$ cat src/rtl/regfile_pkg.sv
// Shared constants, FSM state type and boot-value helper for the multi-port register file.
// The boot-value helper works on BOOT_W-bit values; data widths up to BOOT_W bits are supported.
package regfile_pkg;

    localparam int unsigned DEF_DW        = 32;
    localparam int unsigned DEF_DEPTH     = 32;
    localparam int unsigned DEF_NUM_VALID = 24;
    localparam int unsigned DEF_BOOT0_VAL = 1;
    localparam int unsigned DEF_SP_IDX    = 17;
    localparam int unsigned DEF_SP_VAL    = 2;
    localparam int unsigned BOOT_W        = 64;

    typedef enum logic [0:0] {
        RF_IDLE  = 1'b0,
        RF_CLEAR = 1'b1
    } rf_state_t;

    // Register 0 takes priority when SP_IDX is also 0.
    function automatic logic [BOOT_W-1:0] boot_val(
        input int unsigned       idx,
        input int unsigned       sp_idx,
        input logic [BOOT_W-1:0] boot0,
        input logic [BOOT_W-1:0] sp_val
    );
        logic [BOOT_W-1:0] val_s;
        if (idx == 32'd0) begin
            val_s = boot0;
        end else if (idx == sp_idx) begin
            val_s = sp_val;
        end else begin
            val_s = {BOOT_W{1'b0}};
        end
        return val_s;
    endfunction

endpackage

$ cat src/rtl/regfile_mp_if.sv
// Write, read, and clear-control bundle between the datapath (master) and the register file (slave).
interface regfile_mp_if #(
    parameter int DW     = 32,
    parameter int AW     = 5,
    parameter int NUM_RD = 2
);
    logic                 we;
    logic [AW-1:0]        waddr;
    logic [DW-1:0]        wdata;
    logic [NUM_RD*AW-1:0] raddr;
    logic [NUM_RD*DW-1:0] rdata;
    logic                 clr_req;
    logic                 busy;
    logic                 clr_done;

    modport master (
        output we, waddr, wdata, raddr, clr_req,
        input  rdata, busy, clr_done
    );

    modport slave (
        input  we, waddr, wdata, raddr, clr_req,
        output rdata, busy, clr_done
    );
endinterface

$ cat src/rtl/regfile_clear_fsm.sv
// Sequential clear engine: walks every implemented register once, restoring its boot value.
module regfile_clear_fsm
    import regfile_pkg::*;
#(
    parameter int NUM_VALID = 24,
    parameter int AW        = 5
)(
    input  logic          clk,
    input  logic          rst,
    input  logic          clr_req,
    output logic          busy,
    output logic          clr_done,
    output logic          clr_we,
    output logic [AW-1:0] clr_idx,
    output logic          wr_block
);
    localparam int CW = (NUM_VALID > 1) ? $clog2(NUM_VALID) : 1;
    localparam logic [CW-1:0] LAST_IDX = CW'(NUM_VALID - 1);

    rf_state_t     state_r, state_s;
    logic [CW-1:0] cnt_r, cnt_s;
    logic          busy_r, busy_s;
    logic          done_r, done_s;
    logic          clr_we_s;

    // State, counter and registered status flags.
    always_ff @(posedge clk or posedge rst) begin
        if (rst) begin
            state_r <= RF_IDLE;
            cnt_r   <= {CW{1'b0}};
            busy_r  <= 1'b0;
            done_r  <= 1'b0;
        end else begin
            state_r <= state_s;
            cnt_r   <= cnt_s;
            busy_r  <= busy_s;
            done_r  <= done_s;
        end
    end

    // Next state; a request arriving mid-clear is simply not looked at.
    always_comb begin
        state_s  = state_r;
        cnt_s    = cnt_r;
        busy_s   = busy_r;
        done_s   = 1'b0;
        clr_we_s = 1'b0;
        case (state_r)
            RF_IDLE: begin
                if (clr_req) begin
                    state_s = RF_CLEAR;
                    cnt_s   = {CW{1'b0}};
                    busy_s  = 1'b1;
                end else begin
                    busy_s  = 1'b0;
                end
            end
            RF_CLEAR: begin
                clr_we_s = 1'b1;
                if (cnt_r == LAST_IDX) begin
                    state_s = RF_IDLE;
                    cnt_s   = {CW{1'b0}};
                    busy_s  = 1'b0;
                    done_s  = 1'b1;
                end else begin
                    cnt_s   = cnt_r + CW'(1);
                end
            end
            default: begin
                state_s = RF_IDLE;
                cnt_s   = {CW{1'b0}};
                busy_s  = 1'b0;
            end
        endcase
    end

    assign busy     = busy_r;
    assign clr_done = done_r;
    assign clr_we   = clr_we_s;
    assign clr_idx  = AW'(cnt_r);
    assign wr_block = busy_r;

endmodule

$ cat src/rtl/regfile_mp.sv
// Parametrised multi-read-port register file with optional write bypass and a hardware clear engine.
module regfile_mp
    import regfile_pkg::*;
#(
    parameter int                DW        = DEF_DW,
    parameter int                DEPTH     = DEF_DEPTH,
    parameter int                NUM_VALID = DEF_NUM_VALID,
    parameter int                NUM_RD    = 2,
    parameter int                BYPASS    = 1,
    parameter logic [BOOT_W-1:0] BOOT0_VAL = BOOT_W'(DEF_BOOT0_VAL),
    parameter int                SP_IDX    = DEF_SP_IDX,
    parameter logic [BOOT_W-1:0] SP_VAL    = BOOT_W'(DEF_SP_VAL)
)(
    input  logic         clk,
    input  logic         rst,
    regfile_mp_if.slave  bus
);
    localparam int AW = (DEPTH > 1) ? $clog2(DEPTH) : 1;
    localparam logic [AW:0] NV_LIM = (AW + 1)'(NUM_VALID);
    localparam bit BYP_EN = (BYPASS != 32'sd0);

    logic          clr_we_s;
    logic [AW-1:0] clr_idx_s;
    logic          wr_block_s;
    logic          busy_s;
    logic          clr_done_s;
    logic          waddr_ok_s;
    logic          usr_we_s;
    logic          bypass_s;
    logic [DW-1:0] mem_s [DEPTH];
    logic [NUM_RD*DW-1:0] rdata_s;

    regfile_clear_fsm #(
        .NUM_VALID (NUM_VALID),
        .AW        (AW)
    ) u_clear_fsm (
        .clk      (clk),
        .rst      (rst),
        .clr_req  (bus.clr_req),
        .busy     (busy_s),
        .clr_done (clr_done_s),
        .clr_we   (clr_we_s),
        .clr_idx  (clr_idx_s),
        .wr_block (wr_block_s)
    );

    assign waddr_ok_s = ({1'b0, bus.waddr} < NV_LIM);
    assign usr_we_s   = bus.we && waddr_ok_s && !wr_block_s;
    assign bypass_s   = BYP_EN && bus.we && waddr_ok_s && !wr_block_s;

    for (genvar g = 0; g < NUM_VALID; g++) begin : g_reg
        localparam logic [DW-1:0] BOOT_V = DW'(boot_val(g, SP_IDX, BOOT0_VAL, SP_VAL));
        logic [DW-1:0] q_r;

        // One storage word; the clear engine wins over a user write.
        always_ff @(posedge clk or posedge rst) begin
            if (rst) begin
                q_r <= BOOT_V;
            end else if (clr_we_s && (clr_idx_s == AW'(g))) begin
                q_r <= BOOT_V;
            end else if (usr_we_s && (bus.waddr == AW'(g))) begin
                q_r <= bus.wdata;
            end else begin
                q_r <= q_r;
            end
        end

        assign mem_s[g] = q_r;
    end

    // Unimplemented indices are tied to zero so reads of them return 0.
    for (genvar g = NUM_VALID; g < DEPTH; g++) begin : g_unimpl
        assign mem_s[g] = {DW{1'b0}};
    end

    // Per-port read mux; bypass only fires for a matching, accepted write.
    always_comb begin
        rdata_s = {(NUM_RD*DW){1'b0}};
        for (int p = 0; p < NUM_RD; p++) begin
            if (bypass_s && (bus.waddr == bus.raddr[p*AW +: AW])) begin
                rdata_s[p*DW +: DW] = bus.wdata;
            end else begin
                rdata_s[p*DW +: DW] = mem_s[bus.raddr[p*AW +: AW]];
            end
        end
    end

    assign bus.rdata    = rdata_s;
    assign bus.busy     = busy_s;
    assign bus.clr_done = clr_done_s;

endmodule

$ cat src/flat_wrapper.sv
// flat-port wrapper written by rule: the top's interface ports become plain ports
module regfile_mp_flat import regfile_pkg::*;
#(
    parameter int                DW        = DEF_DW,
    parameter int                DEPTH     = DEF_DEPTH,
    parameter int                NUM_VALID = DEF_NUM_VALID,
    parameter int                NUM_RD    = 2,
    parameter int                BYPASS    = 1,
    parameter logic [BOOT_W-1:0] BOOT0_VAL = BOOT_W'(DEF_BOOT0_VAL),
    parameter int                SP_IDX    = DEF_SP_IDX,
    parameter logic [BOOT_W-1:0] SP_VAL    = BOOT_W'(DEF_SP_VAL)
)
  (clk, rst, bus_we, bus_waddr, bus_wdata, bus_raddr, bus_clr_req, bus_rdata, bus_busy, bus_clr_done);
  regfile_mp_if #(.DW(DW), .AW((5)), .NUM_RD(NUM_RD)) bus_i ();
  input  logic clk;
  input  logic rst;
  input wire logic [$bits(bus_i.we)-1:0] bus_we;
  input wire logic [$bits(bus_i.waddr)-1:0] bus_waddr;
  input wire logic [$bits(bus_i.wdata)-1:0] bus_wdata;
  input wire logic [$bits(bus_i.raddr)-1:0] bus_raddr;
  input wire logic [$bits(bus_i.clr_req)-1:0] bus_clr_req;
  output wire logic [$bits(bus_i.rdata)-1:0] bus_rdata;
  output wire logic [$bits(bus_i.busy)-1:0] bus_busy;
  output wire logic [$bits(bus_i.clr_done)-1:0] bus_clr_done;
  assign bus_i.we = bus_we;
  assign bus_i.waddr = bus_waddr;
  assign bus_i.wdata = bus_wdata;
  assign bus_i.raddr = bus_raddr;
  assign bus_i.clr_req = bus_clr_req;
  assign bus_rdata = bus_i.rdata;
  assign bus_busy = bus_i.busy;
  assign bus_clr_done = bus_i.clr_done;
  regfile_mp #(.DW(DW), .DEPTH(DEPTH), .NUM_VALID(NUM_VALID), .NUM_RD(NUM_RD), .BYPASS(BYPASS), .BOOT0_VAL(BOOT0_VAL), .SP_IDX(SP_IDX), .SP_VAL(SP_VAL)) u_core (.clk(clk), .rst(rst), .bus(bus_i));
endmodule
$ cat config.mk
export PLATFORM = sky130hd
export DESIGN_NAME = regfile_mp_flat
export DESIGN_NICKNAME = d
export VERILOG_FILES = /design/src/rtl/regfile_pkg.sv /design/src/rtl/regfile_mp_if.sv /design/src/rtl/regfile_clear_fsm.sv /design/src/rtl/regfile_mp.sv /design/src/flat_wrapper.sv
export SDC_FILE = /design/constraint.sdc
export NUM_CORES = 2
export LEC_CHECK = 0
export BUFFER_PORTS_ARGS = -buffer_cell sky130_fd_sc_hd__buf_2
export CELL_PAD_IN_SITES_DETAIL_PLACEMENT = 0
export CELL_PAD_IN_SITES_GLOBAL_PLACEMENT = 1
export CORE_MARGIN = 2
export CORE_UTILIZATION = 52
export DETAILED_ROUTE_END_ITERATION = 7
export GPL_TIMING_DRIVEN = 0
export HOLD_SLACK_MARGIN = 0.05
export PLACE_DENSITY_LB_ADDON = 0.1
export SLEW_MARGIN = 15
export SYNTH_ARGS = -nofsm -noshare
export SYNTH_HDL_FRONTEND = slang
export SYNTH_HIERARCHICAL = 1
export SYNTH_SLANG_ARGS = --single-unit
$ cat constraint.sdc
create_clock -name clk -period 29.6 [get_ports clk]
set_clock_uncertainty 0.2 [all_clocks]
set_input_delay 0 -clock clk [delete_from_list [all_inputs] [get_ports clk]]
set_output_delay 0 -clock clk [all_outputs]
set_load 0.05 [all_outputs]
==> summary.txt <==
STA
  • Setup repair after global routing missed its margin: no
  • Max Clock Freq: 223 MHz
  • Fin Setup TNS: 0 ns
  • Measured slew at the worst slew-check pin: 1.49 ns
  • Fin crit share: 15.2%
  • Slew Viols, Final: 0
  • Hold Fails Final Rpt: 0
  • Worst slew margin relative to its limit: 0.583%
  • Count of endpoints failing setup in the final report: 0
  • Shortest clock period the worst path allows after layout: 4.49 ns

CTS
  • Buffer depth of the longest clock path: 3
  • Number of clock sinks: 776
  • Number of H-tree levels: 3
  • TritonCTS clock tree: done
  • Number of buffers created by CTS: 90
  • Cell chosen for the clock root: sky130_fd_sc_hd__clkbuf_16
  • Register clock-pin slew on the reported worst setup and hold paths: 0.06 ns
  • Clock Latency Late Sink: 0.65 ns
  • Number of instances resized during post-cts repair: 0

Logic synthesis
  • Synth area leaders: sky130_fd_sc_hd__dfrtp_1 (47%), sky130_fd_sc_hd__a22o_1 (17%), sky130_fd_sc_hd__mux2i_1 (12%)
  • FFs w/ async S/R, synth: 100%
  • Number of nets in the synthesized netlist: 3497
  • Cell type with the highest aggregate area in the netlist: sky130_fd_sc_hd__dfrtp_1
  • Synth cell count leaders: sky130_fd_sc_hd__a22o_1 (798), sky130_fd_sc_hd__dfrtp_1 (774), sky130_fd_sc_hd__mux2i_1 (513)
  • Sequential cell area fraction in the yosys report: 46.9%
  • Area fraction of the dominant cell type after synthesis: 46.8%
  • Unique masters post-synth: 51
  • Number of enable flip-flop cells after synthesis: 0
  • Mean post-synth cell area: 12.0 µm²
  • Most instantiated flip-flop cell in the synthesis netlist: sky130_fd_sc_hd__dfrtp_1
  • Syn Inst Count: 3445
  • Most used standard cell by instance count after synthesis: sky130_fd_sc_hd__a22o_1
  • Total of warnings raised by yosys: 6
  • Number of storage elements in the synthesis netlist: 776
  • Netlist Area Pre-Place: 0.0414 mm²

Power and ir drop
  • Total power divided by cell area: 91.1 mW/mm²
  • Switch Pwr: 1.55 mW
  • Reg power frac: 41.0%
  • Power share of the clock group: 27.9%
  • Internal power: 2.73 mW
  • Relative contribution of combinational cells to total power: 31.2%
  • Leakage power summed over all cells: 21.4 nW
  • Largest vdd supply drop: 0.0526 mV
  • Switching share of power: 36.2%

Critical path
  • Kind of cell adding the most delay to the critical path: buffers and inverters
  • Required time of the critical path: 29.40 ns
  • Crit-path cells: buf_4 -> and2b_1 -> nand4_1 -> or2_1 -> buf_2 -> clkbuf_1 -> a41oi_1 -> buf_2
  • CP most frequent cell: sky130_fd_sc_hd__buf_2
  • Data arrival time at the worst-slack endpoint: 4.29 ns
  • Bufs and invs on worst path: 4
  • Crit. path cell count: 8
  • Type of the worst setup path: flop to output pin
  • Standard cell with the maximum stage delay on the critical path: sky130_fd_sc_hd__a41oi_1
  • Critical Path Source Type: flop
  • Slowest Stage Delay on Critical Path: 0.73 ns
  • Worst r2r path cells: 6
  • Worst Path Max Fanout: 10
  • Critical Path Sink Type: output pin

Layout
  • Post-route design area: 0.0469 mm²
  • Post-layout nets: 3712
  • Area of all sequential standard cells: 0.0194 mm²
  • Filler cell count in the final layout: 6543
  • Growth of design area from synthesis to finish: 13.3%
  • Final cell utilization of the core: 59.5%
  • Multi-input gate area: 0.0199 mm²
  • Final instance count without filler cells: 4792
  • Share of cells above drive strength 1: 15.9%

Place
  • Instance count after placement with tap cells included: 4578
  • Routability Congestion: 1.09
  • Input/output buffers: 75
  • Sum of net half-perimeters after detailed placement: 155 mm
  • Standard cell area after detailed placement: 0.0433 mm²

GRT
  • Overflow left after global routing: 0
  • First-pass GRT wire length: 293 mm
  • Initial antenna violation count: 10
  • Pin count of the biggest net entering global routing: 106
  • Vias in the first global route: 37024
  • GR Util All Layers: 51.8%

Hold path
  • Hold/Removal Path Class: input port to flop
  • Number of cells on the worst hold path: 5

Drt
  • First-pass detailed-route iteration total: 7
  • Antenna Nets Post-Route: 0
  • Via count: 38112
  • Drt initial violations: 7107
  • Total wirelength of the detailed-routed design: 214 mm
  • Via count normalized by instance count: 7.95
  • Total DRC errors in the routed layout: 0
  • Average routed wire per standard cell: 44.7 µm

Floorplan
  • Floorplan die width: 286 µm
  • Core footprint: 0.0789 mm²
  • Die outline height: 286 µm
  • Total Die Area: 0.0819 mm²
  • Number of primary I/O pins: 117
  • Starting density of the core: 52.5%
  • Core Rows: 103

Flow run
  • Max cap viols: 1

Outcome
  • Outcome: complete, but fails checks
  • Failing checks: max-capacitance violations
## worst min-delay path: stages
cell                      delay, ns
sky130_fd_sc_hd__buf_2         0.32
sky130_fd_sc_hd__nor2_1        0.13
sky130_fd_sc_hd__nand2_1       0.23
sky130_fd_sc_hd__nor4_1        0.12
sky130_fd_sc_hd__a21oi_1       0.13
## layer usage
layer / GRT usage (%) / vias up / wire (µm)
li1: - / 14031 / -
met1: 61.1 / 19350 / 73100
met2: 70.7 / 3677 / 86000
met3: 28.1 / 1042 / 35400
met4: 38.0 / 12 / 19600
met5: 1.86 / - / 256
## cells by family after synthesis
| kind of cell | count (synthesis) | share of synthesized area (%) |
|---|---|---|
| AOI/OAI and AO/OA | 1219 | 23.9 |
| xor gates and xnor gates | 8 | 0.169 |
| adders and majority gates | 1 | 0.0302 |
| buffers and inverters | 449 | 5.08 |
| DFF | 776 | 46.9 |
| muxes | 641 | 19.4 |
| and+or+nand+nor | 351 | 4.57 |
## layout make-up
| class | instances | share of cell area [%] |
|---|---|---|
| Antenna cell | 8 | 0.0427 |
| Buffer | 442 | 4.45 |
| Clock buffer | 137 | 5.78 |
| Clock inverter | 29 | 0.904 |
| Inverter | 7 | 0.0720 |
| Multi-Input combinational cell | 2220 | 42.4 |
| Sequential cell | 776 | 41.4 |
| Tap cell | 1050 | 2.80 |
| Timing Repair Buffer | 123 | 2.12 |
## power groups by stage
stage / Combinational (mW) / Sequential [mW] / Clock (mW)
2_1_floorplan: 0.903 / 1.65 / 0
3_3_place_gp: 1.23 / 1.71 / 0
3_5_place_dp: 1.26 / 1.74 / 0
4_1_cts: 1.27 / 1.73 / 1.19
5_1_grt: 1.37 / 1.78 / 1.23
6_report: 1.33 / 1.75 / 1.19
## per-stage QoR
step	setup WS (ns)	hold WS [ns]	power [mW]
6_report	25.11	0.111	4.27
3_3_place_gp	0.466	-0.246	2.94
3_5_place_dp	25.81	-0.193	3.00
2_1_floorplan	7.85	-0.384	2.55
5_1_grt	25.19	0.133	4.38
4_1_cts	25.38	0.0510	4.19
## path summary, 6_finish.rpt
kind	endpoint	slack (ns)	start
worst max register to register	u_core/g_reg[6].q_r[25]	26.20	u_core/u_clear_fsm/busy
worst min register to register	u_core/g_reg[0].q_r[0]	0.27	u_core/g_reg[0].q_r[0]
worst max-delay path	bus_rdata[19]	25.11	u_core/u_clear_fsm/busy
worst min-delay path	u_core/g_reg[0].q_r[0]	0.11	bus_waddr[3]
min in group asynchronous	u_core/g_reg[23].q_r[5]	0.34	rst
max in group asynchronous	u_core/g_reg[2].q_r[28]	27.04	rst
## registers in the layout, indices dropped and copies added, names as in the netlist
name,flops
u_core/u_clear_fsm/busy,1
u_core/u_clear_fsm/state_r,1
u_core/u_clear_fsm/clr_done,1
u_core/u_clear_fsm/clr_idx,5
u_core/g.q_r,768
## repair_timing
action | CTS | global route
hold buffers | 40 | 0
hold endpoints to repair | 559 | 0
setup buffers | 0 | 0
## placed cells by master, fill, tap and decap left out, types with 73 or more instances in the layout
| master | instances |
|---|---|
| sky130_fd_sc_hd__a21oi_1 | 83 |
| sky130_fd_sc_hd__a22o_1 | 798 |
| sky130_fd_sc_hd__a22oi_1 | 225 |
| sky130_fd_sc_hd__buf_2 | 196 |
| sky130_fd_sc_hd__clkbuf_1 | 235 |
| sky130_fd_sc_hd__clkbuf_16 | 91 |
| sky130_fd_sc_hd__dfrtp_1 | 774 |
| sky130_fd_sc_hd__mux2i_1 | 513 |
| sky130_fd_sc_hd__mux4_2 | 128 |
| sky130_fd_sc_hd__nand2_1 | 73 |
| sky130_fd_sc_hd__nand3_1 | 102 |
| sky130_fd_sc_hd__nor3_1 | 75 |
Power figures use the tool's default switching activity.
